### config.mk
export PLATFORM = sky130hd
export DESIGN_NAME = gpio_access_arbiter
export DESIGN_NICKNAME = d
export VERILOG_FILES = /design/src/rtl/gpio_access_arbiter.sv
export SDC_FILE = /design/constraint.sdc
export NUM_CORES = 1
export LEC_CHECK = 0
export ABC_AREA = 1
export CAP_MARGIN = 20
export CORE_ASPECT_RATIO = 0.9
export CORE_MARGIN = 1.5
export CORE_UTILIZATION = 35
export DETAILED_ROUTE_END_ITERATION = 7
export MAX_ROUTING_LAYER = met4
export PLACE_DENSITY_LB_ADDON = 0.08
export SETUP_SLACK_MARGIN = 0.1
export SLEW_MARGIN = 40
export SYNTH_ARGS = -nofsm -noshare
export SYNTH_HDL_FRONTEND = slang
export SYNTH_SLANG_ARGS = --single-unit
### constraint.sdc
create_clock -name clk -period 4.4 [get_ports clk]
set_input_delay 0.44 -clock clk [delete_from_list [all_inputs] [get_ports clk]]
set_output_delay 0.44 -clock clk [all_outputs]
set_load 0.02 [all_outputs]
### src/rtl/gpio_access_arbiter.sv
// Round-robin arbiter/sequencer sharing one GPIO register block among NUM_REQ requesters.
// Each granted access runs ACCESS -> SETTLE -> RESP, one cycle each, with all outputs registered.
module gpio_access_arbiter #(
  parameter int unsigned NUM_REQ = 4,
  parameter int unsigned DATA_W  = 32,
  parameter int unsigned IDX_W   = 2
) (
  input  logic                        clk,
  input  logic                        rst_n,
  input  logic [NUM_REQ-1:0]          req,
  input  logic [NUM_REQ-1:0]          req_we,
  input  logic [NUM_REQ*DATA_W-1:0]   req_wdata,
  output logic [NUM_REQ-1:0]          ack,
  output logic [DATA_W-1:0]           rdata,
  output logic [IDX_W-1:0]            grant_idx,
  output logic                        busy,
  output logic                        gpio_we,
  output logic [DATA_W-1:0]           gpio_wdata,
  input  logic [DATA_W-1:0]           gpio_rdata
);

  typedef enum logic [1:0] {
    IDLE,
    ACCESS,
    SETTLE,
    RESP
  } state_t;

  state_t              state;
  logic [IDX_W-1:0]    ptr;
  logic                lat_we;
  logic [DATA_W-1:0]   lat_wdata;
  logic [DATA_W-1:0]   cap_rdata;

  logic [DATA_W-1:0]   wdata_arr [NUM_REQ];
  logic                sel_found;
  logic [IDX_W-1:0]    sel_idx;
  logic [IDX_W-1:0]    cand;

  for (genvar g = 0; g < NUM_REQ; g++) begin : g_unpack
    always_comb wdata_arr[g] = req_wdata[g*DATA_W +: DATA_W];
  end

  // First set request at or above ptr, wrapping modulo NUM_REQ.
  always_comb begin
    sel_found = 1'b0;
    sel_idx   = ptr;
    cand      = ptr;
    for (int unsigned k = 0; k < NUM_REQ; k++) begin
      cand = IDX_W'((32'(ptr) + k) % NUM_REQ);
      if (!sel_found && req[cand]) begin
        sel_found = 1'b1;
        sel_idx   = cand;
      end
    end
  end

  always_ff @(posedge clk) begin
    if (!rst_n) begin
      state      <= IDLE;
      ptr        <= '0;
      lat_we     <= 1'b0;
      lat_wdata  <= '0;
      cap_rdata  <= '0;
      ack        <= '0;
      rdata      <= '0;
      grant_idx  <= '0;
      busy       <= 1'b0;
      gpio_we    <= 1'b0;
      gpio_wdata <= '0;
    end else begin
      ack <= '0;
      case (state)
        IDLE: begin
          if (sel_found) begin
            grant_idx <= sel_idx;
            lat_we    <= req_we[sel_idx];
            lat_wdata <= wdata_arr[sel_idx];
            busy      <= 1'b1;
            state     <= ACCESS;
          end
        end
        ACCESS: begin
          gpio_we <= lat_we;
          if (lat_we) gpio_wdata <= lat_wdata;
          state <= SETTLE;
        end
        SETTLE: begin
          // GPIO output is registered by the block during this cycle; capture it here.
          gpio_we   <= 1'b0;
          cap_rdata <= gpio_rdata;
          state     <= RESP;
        end
        RESP: begin
          ack <= NUM_REQ'(1) << grant_idx;
          if (!lat_we) rdata <= cap_rdata;
          ptr   <= (grant_idx == IDX_W'(NUM_REQ - 1)) ? '0 : grant_idx + 1'b1;
          busy  <= 1'b0;
          state <= IDLE;
        end
        default: state <= IDLE;
      endcase
    end
  end

endmodule

==> impl_metrics.json <==
{
  "status": "finished, final reports clean",
  "rsz0062_at_grt": "no",
  "drtIter0Drc": 458,
  "fp-row-count": 47,
  "yosysSeqAreaShare_pct": 43.20,
  "grt_usage_pct": 21.45,
  "via_per_inst": 4.648,
  "synth_top_area_cell": "dfxtp_1",
  "diodes": 0,
  "wl_met1_microns": 9604,
  "initial_utilization_pct": 35.61,
  "crit_fanout": 66,
  "synth_area_sq_um": 6534,
  "finalHoldViolCount": 0,
  "power_density_nw_per_um2": 617.6,
  "clock_latency_ns": 0.42,
  "slew_headroom_pct": 50.62,
  "cellLeakagePower_uw": 0.004424,
  "synth_flop_cell": "dfxtp_1",
  "highest_layer": "met4",
  "hp-class": "register to register",
  "cts_root_buffer": "clkbuf_16",
  "worstSetupEndpointType": "register",
  "finalSetupViolCount": 0,
  "grt_start_max_net_pins": 68,
  "core_area_sq_um": 18350,
  "dp_hpwl_microns": 13090,
  "synth_top_cells_by_area": "dfxtp_1 (43%), nor2_1 (17%), nand2_1 (13%), o21ai_0 (7.9%), nand3_1 (6.8%)",
  "crit_type": "register to register",
  "clk_pin_slew_worst_paths_ns": 0.06,
  "ioPinCount": 242,
  "grt_pass1_vias": 6430,
  "crit_path_start_kind": "register",
  "synth_edf_count": 0,
  "wl_met2_microns": 8858,
  "area_growth_pct": 47.64,
  "cp.required_ns": 4.76,
  "fin_crit_sh_pct": 60.77,
  "r2r_end": "lat_wdata[1]$_SDFFE_PN0P_",
  "port_buffers": 241,
  "ir_worst_vdd_uv": 382.9,
  "first_pass_iters": 4,
  "dieArea_sq_um": 19500,
  "netlist_top_cells_count": "nor2_1 (303), nand2_1 (220), dfxtp_1 (141)",
  "cts_sinks": 141,
  "dr_total_vias": 6809,
  "cts_setup_buffers": 0,
  "synth_most_common_cell": "nor2_1",
  "nets": 1384,
  "critPathCapture": "lat_wdata[1]$_SDFFE_PN0P_",
  "synthArstFlopShare_pct": 0,
  "syn_nets": 1177,
  "syn_inst": 1001,
  "cp-startpoint": "ptr[0]$_SDFFE_PN0P_",
  "synth_area_per_cell_sq_um": 6.527,
  "max_freq_mhz": 374.0,
  "htree_num_levels": 4,
  "drive_gt1_share_pct": 5.082,
  "antenna_found_initial": 0,
  "die_y_microns": 132.6,
  "tns_ns": 0,
  "hold_buffers": 0,
  "cts_tree": "built",
  "drv_cap": 0,
  "layout_setup_ws_ns": 1.726,
  "gr-total-overflow": 0,
  "cts.repair.resized": 0,
  "grt_first_pass_wirelength_microns": 32680,
  "place_ws_ns": 1.626,
  "routabilityCongestion": 0.7790,
  "drc": 0,
  "ff2ff_setup_slack_ns": 1.73,
  "route.met3.wl_microns": 1289,
  "ys_types": 24,
  "clock_skew_ns": 0.01086,
  "critPathArrivalTime_ns": 3.03,
  "rr_worst_depth": 13,
  "r2r_start": "ptr[0]$_SDFFE_PN0P_",
  "die_w_microns": 147.0,
  "slew_viol_final": 0,
  "yosys.area.top_type_share_pct": 43.20,
  "period_needed_ns": 2.674,
  "cts_inserted_buffers": 17,
  "drt_wl_total_microns": 20010,
  "clock_path_buffers": 2,
  "worstMarginPinSlew_ns": 0.7408,
  "ant_nets": 0,
  "yosysWarnings": 0,
  "wl_per_cell_microns": 13.66,
  "synth.ff_latch_count": 141
}
## through the flow
| stage | cells | power [uW] | util (%) | area (sq um) | hold WS (ns) |
|---|---|---|---|---|---|
| global placement | 1434 | 4485 | 49.20 | 9026 | 0.4610 |
| CTS | 1465 | 6031 | 52.58 | 9647 | 0.4803 |
| global route | 1465 | 6470 | 52.58 | 9647 | 0.5018 |
| detailed placement | 1434 | 4501 | 49.21 | 9029 | 0.4654 |
| floorplan | 1001 | 3674 | - | 6534 | 0.4495 |
| finish | 1465 | 5958 | 52.58 | 9647 | 0.4763 |
## cells by family after synthesis
| kind of cell | Yosys count | synth area share [%] |
|---|---|---|
| buffers and inverters | 96 | 6.798 |
| and+or+nand+nor | 629 | 38.85 |
| adders and majority gates | 6 | 1.149 |
| DFF | 141 | 43.20 |
| AOI/OAI and AO/OA | 129 | 9.996 |
## routing by layer
metal / track usage (%) / up-vias
met4: 5.667 / 0
met3: 5.310 / 18
met2: 33.02 / 197
li1: - / 3587
met5: - / -
met1: 28.09 / 3007
## flip-flops by register name, indices dropped and copies added, names as in the netlist
| register | count |
|---|---|
| lat_wdata | 32 |
| ptr | 2 |
| lat_we | 1 |
| cap_rdata | 32 |
| busy | 1 |
| gpio_wdata | 32 |
| gpio_we | 1 |
| grant_idx | 2 |
| state | 2 |
| ack | 4 |
| rdata | 32 |
## worst min path at each step
stage	cells past startpoint	start	to	slack, ns
detailed placement	2	cap_rdata[9]$_SDFFE_PN0P_	rdata[9]$_SDFFE_PN0P_	0.47
floorplan	2	cap_rdata[0]$_SDFFE_PN0P_	rdata[0]$_SDFFE_PN0P_	0.45
CTS	2	cap_rdata[4]$_SDFFE_PN0P_	rdata[4]$_SDFFE_PN0P_	0.48
global route	2	cap_rdata[4]$_SDFFE_PN0P_	rdata[4]$_SDFFE_PN0P_	0.50
global placement	2	cap_rdata[1]$_SDFFE_PN0P_	rdata[1]$_SDFFE_PN0P_	0.46
finish	2	cap_rdata[21]$_SDFFE_PN0P_	rdata[21]$_SDFFE_PN0P_	0.48
## layout by cell type (no fill, tap or decap)
master / Yosys / routed
nand4_4: 0 / 1
clkinv_4: 0 / 3
nor2_4: 1 / 1
inv_8: 0 / 1
nand3_1: 89 / 89
clkbuf_8: 0 / 1
clkdlybuf4s50_1: 0 / 240
nand2_4: 1 / 1
nor2_1: 303 / 302
nor2_2: 2 / 3
inv_6: 0 / 5
buf_12: 0 / 1
inv_1: 31 / 29
a21oi_1: 6 / 6
o211a_1: 1 / 1
inv_2: 2 / 4
nand2_1: 220 / 220
bufinv_16: 0 / 3
clkbuf_16: 0 / 17
o21ai_1: 18 / 18
nand3b_1: 1 / 1
nand4_2: 2 / 1
ha_1: 6 / 6
o211ai_1: 1 / 1
nand4_1: 1 / 1
o21ai_0: 103 / 103
nand2_2: 9 / 9
dfxtp_1: 141 / 141
clkinvlp_4: 0 / 1
buf_4: 7 / 10
## worst max-delay path: stages, from the launching register on
cell	delay, ns
dfxtp_1	0.62
inv_2	0.18
nand2_1	0.14
nand3_1	0.08
nand2_1	0.20
nand4_2	0.18
nand2_2	0.12
buf_4	0.55
nand3_1	0.13
nand2_1	0.13
nand2_1	0.06
nand3_1	0.10
nand2_1	0.05
inv_1	0.04
## report_power, final
part           total (uW)  internal (uW)  switching, uW
Clock                1510            920            586
Sequential           1830           1650            188
Combinational        2620            959           1660
## area by class of cell
class	instances	area, sq um
clock buffer	18	439.2
clock inverter	13	178.9
fill	1864	8701
inverter	33	123.9
multi-input combinational	764	3278
sequential	141	2823
tap	245	306.5
timing repair buffer	251	2497
Note: power is estimated with default switching activity, not from simulation.
